$ cat src/rtl/uart_rx_byte_fifo.sv
// uart_rx_byte_fifo: oversampled 8N1 receiver feeding a show-ahead byte FIFO.
// Sticky framing/overrun flags; valid/ready byte stream toward the command master.
module uart_rx_byte_fifo #(
  parameter int CLK_FREQ   = 50000000,
  parameter int BAUD       = 115200,
  parameter int OVERSAMPLE = 16,
  parameter int FIFO_DEPTH = 16
) (
  input  logic                            clk,
  input  logic                            reset,
  input  logic                            rx,
  output logic [7:0]                      out_data,
  output logic                            out_valid,
  input  logic                            out_ready,
  output logic [$clog2(FIFO_DEPTH):0]     fifo_level,
  output logic                            framing_error,
  output logic                            overrun,
  input  logic                            clear_errors
);

  localparam int DIV = CLK_FREQ / (BAUD * OVERSAMPLE);
  localparam int TW  = (DIV > 1) ? $clog2(DIV) : 1;
  localparam int SW  = $clog2(OVERSAMPLE);
  localparam int AW  = $clog2(FIFO_DEPTH);
  localparam int LW  = AW + 1;

  localparam logic [TW-1:0] TMAX = TW'(DIV - 1);
  localparam logic [SW-1:0] SHALF = SW'(OVERSAMPLE / 2 - 1);
  localparam logic [SW-1:0] SFULL = SW'(OVERSAMPLE - 1);
  localparam logic [LW-1:0] LFULL = LW'(FIFO_DEPTH);

  typedef enum logic [1:0] {
    IDLE,
    START,
    DATA,
    STOP
  } state_t;

  state_t state, state_nx;

  logic rx_m, rx_s, rx_d;
  logic start_det;

  logic [TW-1:0] tcnt;
  logic          tick;
  logic          tick_restart;

  logic [SW-1:0] scnt;
  logic [2:0]    bcnt;
  logic [7:0]    sh;

  logic scnt_clr, scnt_inc;
  logic bcnt_clr, shift_en;
  logic push, ferr_set;

  // Two-flop synchronizer plus one delayed copy for edge detect
  always_ff @(posedge clk or posedge reset) begin
    if (reset) begin
      rx_m <= 1'b1;
      rx_s <= 1'b1;
      rx_d <= 1'b1;
    end else begin
      rx_m <= rx;
      rx_s <= rx_m;
      rx_d <= rx_s;
    end
  end

  assign start_det = rx_d && !rx_s;

  assign tick = (tcnt == TMAX);

  always_ff @(posedge clk or posedge reset) begin
    if (reset) begin
      tcnt <= '0;
    end else if (tick_restart || tick) begin
      tcnt <= '0;
    end else begin
      tcnt <= tcnt + 1'b1;
    end
  end

  always_ff @(posedge clk or posedge reset) begin
    if (reset) begin
      state <= IDLE;
    end else begin
      state <= state_nx;
    end
  end

  always_comb begin
    state_nx = state;
    unique case (state)
      IDLE: begin
        if (start_det) state_nx = START;
      end
      START: begin
        if (tick && scnt == SHALF) begin
          state_nx = rx_s ? IDLE : DATA;
        end
      end
      DATA: begin
        if (tick && scnt == SFULL && bcnt == 3'd7) begin
          state_nx = STOP;
        end
      end
      STOP: begin
        if (tick && scnt == SFULL) state_nx = IDLE;
      end
      default: state_nx = IDLE;
    endcase
  end

  always_comb begin
    tick_restart = 1'b0;
    scnt_clr     = 1'b0;
    scnt_inc     = 1'b0;
    bcnt_clr     = 1'b0;
    shift_en     = 1'b0;
    push         = 1'b0;
    ferr_set     = 1'b0;
    unique case (state)
      IDLE: begin
        if (start_det) begin
          tick_restart = 1'b1;
          scnt_clr     = 1'b1;
        end
      end
      START: begin
        if (tick) begin
          if (scnt == SHALF) begin
            scnt_clr = 1'b1;
            bcnt_clr = 1'b1;
          end else begin
            scnt_inc = 1'b1;
          end
        end
      end
      DATA: begin
        if (tick) begin
          if (scnt == SFULL) begin
            scnt_clr = 1'b1;
            shift_en = 1'b1;
          end else begin
            scnt_inc = 1'b1;
          end
        end
      end
      STOP: begin
        if (tick) begin
          if (scnt == SFULL) begin
            scnt_clr = 1'b1;
            push     = rx_s;
            ferr_set = !rx_s;
          end else begin
            scnt_inc = 1'b1;
          end
        end
      end
      default: ;
    endcase
  end

  always_ff @(posedge clk or posedge reset) begin
    if (reset) begin
      scnt <= '0;
      bcnt <= '0;
      sh   <= '0;
    end else begin
      if (scnt_clr) begin
        scnt <= '0;
      end else if (scnt_inc) begin
        scnt <= scnt + 1'b1;
      end
      if (bcnt_clr) begin
        bcnt <= '0;
      end else if (shift_en) begin
        bcnt <= bcnt + 1'b1;
      end
      if (shift_en) sh <= {rx_s, sh[7:1]};
    end
  end

  logic [7:0]    mem [FIFO_DEPTH];
  logic [AW-1:0] wptr, rptr, rptr_nx;
  logic [LW-1:0] level, level_nx;
  logic [7:0]    head_nx;
  logic          full, empty, pop, wr, ovr_set;

  assign full    = (level == LFULL);
  assign empty   = (level == '0);
  assign pop     = !empty && out_ready;
  assign wr      = push && (!full || pop);
  assign ovr_set = push && full && !pop;
  assign rptr_nx = pop ? rptr + 1'b1 : rptr;

  always_comb begin
    level_nx = level;
    if (wr && !pop) begin
      level_nx = level + 1'b1;
    end else if (pop && !wr) begin
      level_nx = level - 1'b1;
    end
  end

  // A byte landing in an emptied FIFO becomes the head before mem holds it
  always_comb begin
    head_nx = mem[rptr_nx];
    if (wr && wptr == rptr_nx) head_nx = sh;
  end

  always_ff @(posedge clk) begin
    if (wr) mem[wptr] <= sh;
  end

  always_ff @(posedge clk or posedge reset) begin
    if (reset) begin
      wptr     <= '0;
      rptr     <= '0;
      level    <= '0;
      out_data <= '0;
    end else begin
      if (wr) wptr <= wptr + 1'b1;
      rptr  <= rptr_nx;
      level <= level_nx;
      if (level_nx != '0) out_data <= head_nx;
    end
  end

  always_ff @(posedge clk or posedge reset) begin
    if (reset) begin
      framing_error <= 1'b0;
      overrun       <= 1'b0;
    end else begin
      if (ferr_set) begin
        framing_error <= 1'b1;
      end else if (clear_errors) begin
        framing_error <= 1'b0;
      end
      if (ovr_set) begin
        overrun <= 1'b1;
      end else if (clear_errors) begin
        overrun <= 1'b0;
      end
    end
  end

  assign out_valid  = !empty;
  assign fifo_level = level;

endmodule
$ cat config.mk
export PLATFORM = sky130hd
export DESIGN_NAME = uart_rx_byte_fifo
export DESIGN_NICKNAME = d
export VERILOG_FILES = /design/src/rtl/uart_rx_byte_fifo.sv
export SDC_FILE = /design/constraint.sdc
export NUM_CORES = 1
export LEC_CHECK = 0
export CAP_MARGIN = 20
export CORE_ASPECT_RATIO = 0.5
export CORE_MARGIN = 4
export CORE_UTILIZATION = 54
export DETAILED_ROUTE_END_ITERATION = 6
export PLACE_DENSITY = 0.79
export SYNTH_ARGS = -nofsm -noshare
export SYNTH_HDL_FRONTEND = slang
export SYNTH_SLANG_ARGS = --single-unit
$ cat constraint.sdc
create_clock -name clk -period 4 [get_ports clk]
set_clock_uncertainty 0.15 [all_clocks]
set_input_delay 0.6 -clock clk [delete_from_list [all_inputs] [get_ports clk]]
set_output_delay 0.6 -clock clk [all_outputs]
set_load 0.05 [all_outputs]
==> impl_metrics.prom, run 1 <==
# TYPE chip_impl_metric gauge
chip_impl_metric{name="cts-htree-levels",unit=""} 4
chip_impl_metric{name="die_w",unit="µm"} 179.8
chip_impl_metric{name="drt-vias-per-instance",unit=""} 6.129
chip_impl_metric{name="number_of_global_route_vias_before_repair",unit=""} 4710
chip_impl_metric{name="cp_num_cells",unit=""} 12
chip_impl_info{name="synthDominantAreaCellType",value="sky130_fd_sc_hd__edfxtp_1"} 1
chip_impl_info{name="worstSetupEndpoint",value="out_data[2]"} 1
chip_impl_metric{name="slew_at_the_pin_closest_to_its_max_slew_limit",unit="ns"} 0.8956
chip_impl_metric{name="synth_area_per_cell",unit="µm²"} 14.49
chip_impl_metric{name="antenna_cells",unit=""} 0
chip_impl_metric{name="postRouteAntennaNets",unit=""} 0
chip_impl_info{name="timing.hold.worst.class",value="flip-flop to flip-flop"} 1
chip_impl_metric{name="syn2layout_area_growth",unit="%"} 12.35
chip_impl_metric{name="clock_path_buffers",unit=""} 2
chip_impl_metric{name="post_synthesis_net_count",unit=""} 567
chip_impl_metric{name="grt_start_max_net_pins",unit=""} 49
chip_impl_metric{name="setup_total_negative_slack",unit="ns"} 0
chip_impl_metric{name="gp_congestion",unit=""} 0.8878
chip_impl_metric{name="timing.final.hold_violations",unit=""} 0
chip_impl_metric{name="vias",unit=""} 4793
chip_impl_metric{name="grt_usage",unit=""} 0.2177
chip_impl_info{name="top_count_cell_post_synth",value="sky130_fd_sc_hd__edfxtp_1"} 1
chip_impl_metric{name="synth_edf_count",unit=""} 128
chip_impl_info{name="rsz0062_at_grt",value="false"} 1
chip_impl_metric{name="cts.hold.buffers_added",unit=""} 0
chip_impl_metric{name="grt.overflow.total",unit=""} 0
chip_impl_info{name="regToRegStartpoint",value="fifo_level[1]"} 1
chip_impl_metric{name="r2r_cells",unit=""} 12
chip_impl_info{name="outcome",value="complete, no violations"} 1
chip_impl_metric{name="cts.repair_timing.setup_buffer_count",unit=""} 0
chip_impl_metric{name="final_slew_viol_count",unit=""} 0
chip_impl_metric{name="boundaryPins",unit=""} 21
chip_impl_metric{name="dr.first_iter.drc_count",unit=""} 445
chip_impl_metric{name="post_cts_resized",unit=""} 0
chip_impl_metric{name="share_of_the_clock_period_used_by_the_worst_path",unit=""} 0.8464
chip_impl_info{name="beginning_of_the_critical_path",value="fifo_level[1]"} 1
chip_impl_metric{name="fillers",unit=""} 1051
chip_impl_info{name="crit-reg2reg-capture",value="out_data[2]"} 1
chip_impl_metric{name="cts_buffers",unit=""} 17
chip_impl_metric{name="clock_latency",unit="ns"} 0.43
chip_impl_metric{name="detail_route.drc_violations",unit=""} 0
chip_impl_metric{name="synth_cells",unit=""} 550
chip_impl_metric{name="max_cap_viol",unit=""} 0
chip_impl_metric{name="nNetsFinal",unit=""} 588
chip_impl_metric{name="core_area",unit="µm²"} 14470
chip_impl_info{name="ys_dominant_reg_cell",value="sky130_fd_sc_hd__edfxtp_1"} 1
chip_impl_metric{name="fp.dieH",unit="µm"} 93.91
chip_impl_metric{name="async_reset_ff_frac",unit=""} 0.2727
chip_impl_info{name="path_delay_family",value="simple AND/OR/NAND/NOR gates"} 1
chip_impl_info{name="crit_slowest_cell",value="sky130_fd_sc_hd__dfrtp_1"} 1
chip_impl_metric{name="antenna_violations_before_repair",unit=""} 0
chip_impl_info{name="criticalPathCategory",value="flip-flop to flip-flop"} 1
chip_impl_info{name="ys_top_cells_by_count",value="sky130_fd_sc_hd__edfxtp_1 (128), sky130_fd_sc_hd__dfrtp_1 (45), sky130_fd_sc_hd__mux2i_1 (40), sky130_fd_sc_hd__mux2_2 (38), sky130_fd_sc_hd__nor2_1 (31)"} 1
chip_impl_info{name="worstPathCellList",value="inv_1 > ha_1 > nor4b_4 > inv_2 > and3_4 > xor2_2 > buf_4 > mux2i_1 > o221ai_1 > o211ai_1 > or3_1 > a21oi_1"} 1
chip_impl_metric{name="worst_path_largest_cell_delay",unit="ns"} 0.46
chip_impl_metric{name="max_freq",unit="MHz"} 295.4
chip_impl_metric{name="synth.cell_area",unit="µm²"} 7971
chip_impl_metric{name="firstDrtPassIters",unit=""} 6
chip_impl_metric{name="worst_ep_required_time",unit="ns"} 4.20
chip_impl_info{name="start_kind",value="flip-flop"} 1
chip_impl_metric{name="layout-drive-gt1-share",unit=""} 0.1781
chip_impl_info{name="tritoncts",value="yes"} 1
chip_impl_metric{name="cp.arrival",unit="ns"} 3.59
chip_impl_metric{name="start_util",unit=""} 0.5510
chip_impl_metric{name="wl_per_cell",unit="µm"} 22.60
chip_impl_metric{name="ys_warn_count",unit=""} 0
chip_impl_metric{name="p_leak",unit="nW"} 3.636
chip_impl_info{name="clock-root-buffer",value="sky130_fd_sc_hd__clkbuf_16"} 1
chip_impl_info{name="timing.critical_path.to_type",value="flip-flop"} 1
chip_impl_metric{name="placement.setup.worst_slack",unit="ns"} 0.4655
chip_impl_metric{name="first_pass_grt_wire_length",unit="µm"} 27460
chip_impl_metric{name="ys_types",unit=""} 58
chip_impl_metric{name="row_count",unit=""} 31
chip_impl_metric{name="crit_buf_inv",unit=""} 3
chip_impl_metric{name="hpwlAfterDp",unit="µm"} 11910
chip_impl_metric{name="vdd_drop_max",unit="mV"} 0.3942
chip_impl_metric{name="clkSlewWorstSetupHoldPaths",unit="ns"} 0.07
chip_impl_metric{name="critical_path.max_fanout",unit=""} 19
chip_impl_metric{name="timing.max_slew.rel_slack",unit=""} 0.4029
chip_impl_metric{name="post-route-worst-setup-slack",unit="ns"} 0.6144
chip_impl_info{name="hold_path_startpoint",value="rx_m"} 1
chip_impl_metric{name="r2r_setup_slack",unit="ns"} 0.61
chip_impl_metric{name="layout_min_cycle_time",unit="ns"} 3.386
chip_impl_metric{name="synth-seq-cells",unit=""} 176
chip_impl_metric{name="fp.dieArea",unit="µm²"} 16890
chip_impl_metric{name="routed_wirelength",unit="µm"} 17670
chip_impl_metric{name="setup_viol",unit=""} 0
chip_impl_metric{name="port_buffers",unit=""} 20
chip_impl_metric{name="cts_sinks",unit=""} 176
chip_impl_metric{name="pwr_density_cell",unit="nW/µm²"} 661.2
chip_impl_metric{name="yosysSeqAreaShare",unit=""} 0.6333
chip_impl_metric{name="area_share_of_the_leading_cell_type_in_the_synthesized_netlist",unit=""} 0.4822
chip_impl_info{name="ys_top_cells_by_area",value="sky130_fd_sc_hd__edfxtp_1 (48%), sky130_fd_sc_hd__dfrtp_1 (14%), sky130_fd_sc_hd__mux2_2 (5.4%), sky130_fd_sc_hd__mux2i_1 (5.0%), sky130_fd_sc_hd__mux4_2 (2.0%)"} 1
-- logic make-up after synthesis --
kind of cell / count (synthesis) / synth area share
compound gates: 100 / 0.08617
buf+inv: 41 / 0.02386
simple gates: 115 / 0.08821
flops: 176 / 0.6333
mux: 85 / 0.1237
xor+xnor: 21 / 0.02590
fa+ha+maj: 12 / 0.01883
-- flip-flops by register name (all words and copies together) (netlist names), 3 cells and up, named ones only --
signal	flops
mem	128
out_data	8
fifo_level	5
rptr	4
bcnt	3
scnt	4
tcnt	5
sh	8
wptr	4
-- per-layer routing --
| layer | wire, µm | track usage |
|---|---|---|
| met1 | 7912 | 0.3128 |
| met2 | 7874 | 0.3252 |
| met3 | 1544 | 0.05491 |
| met4 | 340 | 0.07795 |
| met5 | 0 | 0 |
-- final cells by class --
| class | count | area [µm²] | share of cell area |
|---|---|---|---|
| well taps | 198 | 247.7 | 0.02766 |
| clock buffers | 21 | 504.2 | 0.05630 |
| inverters | 13 | 48.80 | 0.005448 |
| flip-flops and latches | 176 | 5049 | 0.5637 |
| multi-input cells | 333 | 2733 | 0.3051 |
| clock inverters | 11 | 86.33 | 0.009640 |
| repair buffers | 30 | 287.8 | 0.03213 |
-- cell usage in the layout (no fill, tap or decap), types with 15 or more instances in the layout --
cell                                n
sky130_fd_sc_hd__nand2_1           19
sky130_fd_sc_hd__dfrtp_1           45
sky130_fd_sc_hd__clkdlybuf4s50_1   20
sky130_fd_sc_hd__clkbuf_16         20
sky130_fd_sc_hd__edfxtp_1         128
sky130_fd_sc_hd__a21oi_1           21
sky130_fd_sc_hd__mux2i_1           40
sky130_fd_sc_hd__o22ai_1           22
sky130_fd_sc_hd__nor2_1            31
sky130_fd_sc_hd__and2_1            15
sky130_fd_sc_hd__mux2_2            38
-- power by group --
part,internal (mW),switching (mW)
logic,0.835,1.21
registers,2.06,0.166
clock network,0.922,0.732
-- stage by stage --
step | total power [mW] | util | std cells | area (µm²) | hold slack [ns]
after detailed placement | 4.271 | 0.5768 | 749 | 8346 | 0.2001
after global routing | 6.169 | 0.6190 | 782 | 8956 | 0.2154
after floorplan | 3.795 | - | 550 | 7971 | 0.1952
final | 5.922 | 0.6190 | 782 | 8956 | 0.2083
after CTS | 5.905 | 0.6177 | 781 | 8936 | 0.2110
after global placement | 4.226 | 0.5768 | 749 | 8346 | 0.1961
-- how the worst min path moves through the flow --
stage	endpoint	slack [ns]	depth (start not counted)
CTS	rx_s	0.21	0
global placement	rx_s	0.20	0
global route	rx_s	0.22	0
finish	rx_s	0.21	0
detailed placement	rx_s	0.20	0
floorplan	rx_s	0.20	0
No activity file was read; power rests on OpenSTA's default activity.
==> run 2, diff against run 1 <==
--- a/config.mk
+++ b/config.mk
@@ -10,7 +10,7 @@
 export CORE_MARGIN = 4
 export CORE_UTILIZATION = 54
 export DETAILED_ROUTE_END_ITERATION = 6
-export PLACE_DENSITY = 0.79
+export PLACE_DENSITY = 0.82
 export SYNTH_ARGS = -nofsm -noshare
 export SYNTH_HDL_FRONTEND = slang
 export SYNTH_SLANG_ARGS = --single-unit
==> constraint.sdc (replaced) <==
create_clock -name clk -period 2.74 [get_ports clk]
set_clock_uncertainty 0.15 [all_clocks]
set_input_delay 0.411 -clock clk [delete_from_list [all_inputs] [get_ports clk]]
set_output_delay 0.411 -clock clk [all_outputs]
set_load 0.05 [all_outputs]
==> run 2 against run 1 <==
- the flow now finishes with violations (design-rule violations, negative setup slack)
- final cell count rose by 12%
- via count up 14%
- design area up 13%
- worst setup slack lost 0.84 ns
- total power grew 71%
- sequential share of layout area is 6.3 points lower
- die area unchanged
- utilization is 7.9 points higher
- largest cell class unchanged
- clock power grew 43%
- critical path type unchanged
- clock-buffer cell count decreased by 4
- worst hold slack lost 0.083 ns
==> impl_metrics.prom, run 2 (synthesis gave the netlist of run 1 again) <==
# TYPE chip_impl_metric gauge
chip_impl_metric{name="final_slew_viol_count",unit=""} 0
chip_impl_metric{name="max_freq",unit="MHz"} 336.7
chip_impl_metric{name="boundaryPins",unit=""} 21
chip_impl_metric{name="detailroute.wirelength.met2",unit="µm"} 10050
chip_impl_metric{name="cts-htree-levels",unit=""} 4
chip_impl_metric{name="postRouteAntennaNets",unit=""} 0
chip_impl_info{name="regToRegStartpoint",value="fifo_level[1]"} 1
chip_impl_metric{name="setup_viol",unit=""} 8
chip_impl_metric{name="hpwlAfterDp",unit="µm"} 12750
chip_impl_metric{name="layout-drive-gt1-share",unit=""} 0.3683
chip_impl_metric{name="syn2layout_area_growth",unit="%"} 26.73
chip_impl_metric{name="nNetsFinal",unit=""} 680
chip_impl_metric{name="worst_ep_required_time",unit="ns"} 2.95
chip_impl_metric{name="dr.first_iter.drc_count",unit=""} 738
chip_impl_info{name="highest-signal-layer",value="met4"} 1
chip_impl_metric{name="clock_path_buffers",unit=""} 2
chip_impl_metric{name="row_count",unit=""} 31
chip_impl_metric{name="vdd_drop_max",unit="mV"} 0.6429
chip_impl_metric{name="firstDrtPassIters",unit=""} 7
chip_impl_metric{name="met1Wirelength",unit="µm"} 8059
chip_impl_metric{name="port_buffers",unit=""} 20
chip_impl_metric{name="first_pass_grt_wire_length",unit="µm"} 29990
chip_impl_metric{name="cts_sinks",unit=""} 176
chip_impl_info{name="layout.cells.most_common",value="sky130_fd_sc_hd__edfxtp_1"} 1
chip_impl_metric{name="cts_buffers",unit=""} 17
chip_impl_metric{name="share_of_the_clock_period_used_by_the_worst_path",unit=""} 1.084
chip_impl_metric{name="number_of_global_route_vias_before_repair",unit=""} 5261
chip_impl_metric{name="clock_latency",unit="ns"} 0.43
chip_impl_metric{name="cts.hold.buffers_added",unit=""} 0
chip_impl_info{name="clock-root-buffer",value="sky130_fd_sc_hd__clkbuf_16"} 1
chip_impl_metric{name="grt.overflow.total",unit=""} 0
chip_impl_metric{name="timing.final.hold_violations",unit=""} 0
chip_impl_metric{name="p_leak",unit="nW"} 4.146
chip_impl_info{name="violations",value="design-rule violations, negative setup slack"} 1
chip_impl_metric{name="gp_congestion",unit=""} 0.8684
chip_impl_metric{name="routed_wirelength",unit="µm"} 20690
chip_impl_info{name="tritoncts",value="yes"} 1
chip_impl_info{name="criticalPathCategory",value="flip-flop to flip-flop"} 1
chip_impl_info{name="biggestRegsByFlops",value="mem (128), out_data (8), sh (8)"} 1
chip_impl_metric{name="core_area",unit="µm²"} 14470
chip_impl_info{name="largest-register",value="mem"} 1
chip_impl_metric{name="layout_min_cycle_time",unit="ns"} 2.970
chip_impl_metric{name="detail_route.drc_violations",unit=""} 2
chip_impl_metric{name="clkSlewWorstSetupHoldPaths",unit="ns"} 0.07
chip_impl_metric{name="timing.max_slew.rel_slack",unit=""} 0.4109
chip_impl_metric{name="wl_per_cell",unit="µm"} 23.67
chip_impl_metric{name="cp.arrival",unit="ns"} 3.18
chip_impl_metric{name="start_util",unit=""} 0.5510
chip_impl_metric{name="largest_register_ffs",unit=""} 128
chip_impl_metric{name="post_dp_cell_area",unit="µm²"} 9105
chip_impl_metric{name="drt-vias-per-instance",unit=""} 6.257
chip_impl_metric{name="fp.dieArea",unit="µm²"} 16890
chip_impl_info{name="start_kind",value="flip-flop"} 1
chip_impl_metric{name="antenna_violations_before_repair",unit=""} 0
chip_impl_info{name="final_cell_mix",value="sky130_fd_sc_hd__edfxtp_1 (128), sky130_fd_sc_hd__buf_4 (80), sky130_fd_sc_hd__dfrtp_1 (41)"} 1
chip_impl_info{name="rsz0062_at_grt",value="true"} 1
chip_impl_metric{name="postLayoutCellArea",unit="µm²"} 10100
chip_impl_metric{name="grt_start_max_net_pins",unit=""} 20
chip_impl_metric{name="pwr_density_cell",unit="nW/µm²"} 1000
chip_impl_metric{name="met3_length",unit="µm"} 2039
chip_impl_metric{name="post-route-worst-setup-slack",unit="ns"} -0.2303
chip_impl_metric{name="whs",unit="ns"} 0.1250
chip_impl_metric{name="die_w",unit="µm"} 179.8
chip_impl_metric{name="fp.dieH",unit="µm"} 93.91
chip_impl_info{name="beginning_of_the_critical_path",value="fifo_level[1]"} 1
chip_impl_metric{name="antenna_cells",unit=""} 0
chip_impl_info{name="outcome",value="finished with violations"} 1
chip_impl_info{name="timing.hold.worst.class",value="primary input to async pin"} 1
chip_impl_info{name="timing.critical_path.to_type",value="flip-flop"} 1
chip_impl_metric{name="max_cap_viol",unit=""} 0
chip_impl_metric{name="vias",unit=""} 5469
chip_impl_metric{name="critical_path.max_fanout",unit=""} 8
chip_impl_metric{name="grt_usage",unit=""} 0.2334
chip_impl_metric{name="slew_at_the_pin_closest_to_its_max_slew_limit",unit="ns"} 0.8837
[run 2: cell types whose count changed in the layout (fill, tap and decap cells not counted), sizes merged]
cell | before | now
clkbuf | 21 | 17
dlygate4sd2 | 0 | 1
clkdlybuf4s50 | 20 | 19
clkinv | 3 | 4
buf | 10 | 101
inv | 21 | 22
and4b | 1 | 2
clkinvlp | 0 | 2
[run 2: worst paths after layout]
kind	to	slack (ns)	cells past startpoint
max in group asynchronous	fifo_level[2]	1.69	3
hold / removal	tcnt[2]	0.12	2
setup / recovery	out_data[7]	-0.23	13
hold reg to reg	rx_s	0.21	0
setup reg to reg	out_data[7]	-0.23	13
min in group clk	rx_s	0.21	0
[run 2: cell type report]
| type | count | area [µm²] |
|---|---|---|
| clock inverter | 15 | 143.9 |
| timing repair buffer | 121 | 1157 |
| clock buffer | 17 | 425.4 |
| inverter | 13 | 51.30 |
| fill | 836 | 4365 |
| tap | 198 | 247.7 |
| sequential | 176 | 5054 |
| multi-input combinational | 334 | 3023 |
[run 2: power breakdown]
group,switching (mW),internal (mW),total (mW)
Combinational,2.43,2.13,4.56
Sequential,0.169,3.01,3.18
Clock,1.15,1.21,2.36
Total,3.75,6.35,10.1
[run 2: repair_timing]
| item | in CTS | in global routing |
|---|---|---|
| pin swaps | 15 | 21 |
| endpoints found under the setup margin | 13 | 112 |
| buffers inserted | 4 | 8 |
| gates cloned | 1 | 1 |
| resized for setup | 20 | 46 |
[run 2: worst max-delay path, cell delays in order, from the launching register on]
cell and delay (ns):
sky130_fd_sc_hd__dfrtp_2 0.42, sky130_fd_sc_hd__inv_2 0.07, sky130_fd_sc_hd__ha_4 0.14, sky130_fd_sc_hd__nor4b_4 0.30, sky130_fd_sc_hd__inv_4 0.08, sky130_fd_sc_hd__and3_4 0.18, sky130_fd_sc_hd__xor2_4 0.15, sky130_fd_sc_hd__buf_12 0.16
sky130_fd_sc_hd__buf_4 0.15, sky130_fd_sc_hd__mux2i_2 0.19, sky130_fd_sc_hd__o221ai_2 0.23, sky130_fd_sc_hd__o211ai_1 0.14, sky130_fd_sc_hd__or3_1 0.40, sky130_fd_sc_hd__a21oi_2 0.13
[run 2: metrics by stage]
stage	setup TNS, ns	total power [mW]	setup slack [ns]	std cells	utilization
after global placement	-1.071	6.763	-0.1460	829	0.6293
after floorplan	-1.247	5.633	-0.1913	550	-
after global routing	-2.024	10.42	-0.3022	874	0.6983
after detailed placement	-1.560	6.858	-0.2489	829	0.6293
after CTS	-0.9912	9.432	-0.1293	866	0.6785
final	-1.438	10.10	-0.2303	874	0.6983
[run 2: per-layer routing]
| layer | GRT usage | vias up |
|---|---|---|
| met2 | 0.3875 | 343 |
| li1 | - | 2353 |
| met5 | 0 | - |
| met3 | 0.06535 | 71 |
| met4 | 0.06591 | 0 |
| met1 | 0.3064 | 2702 |
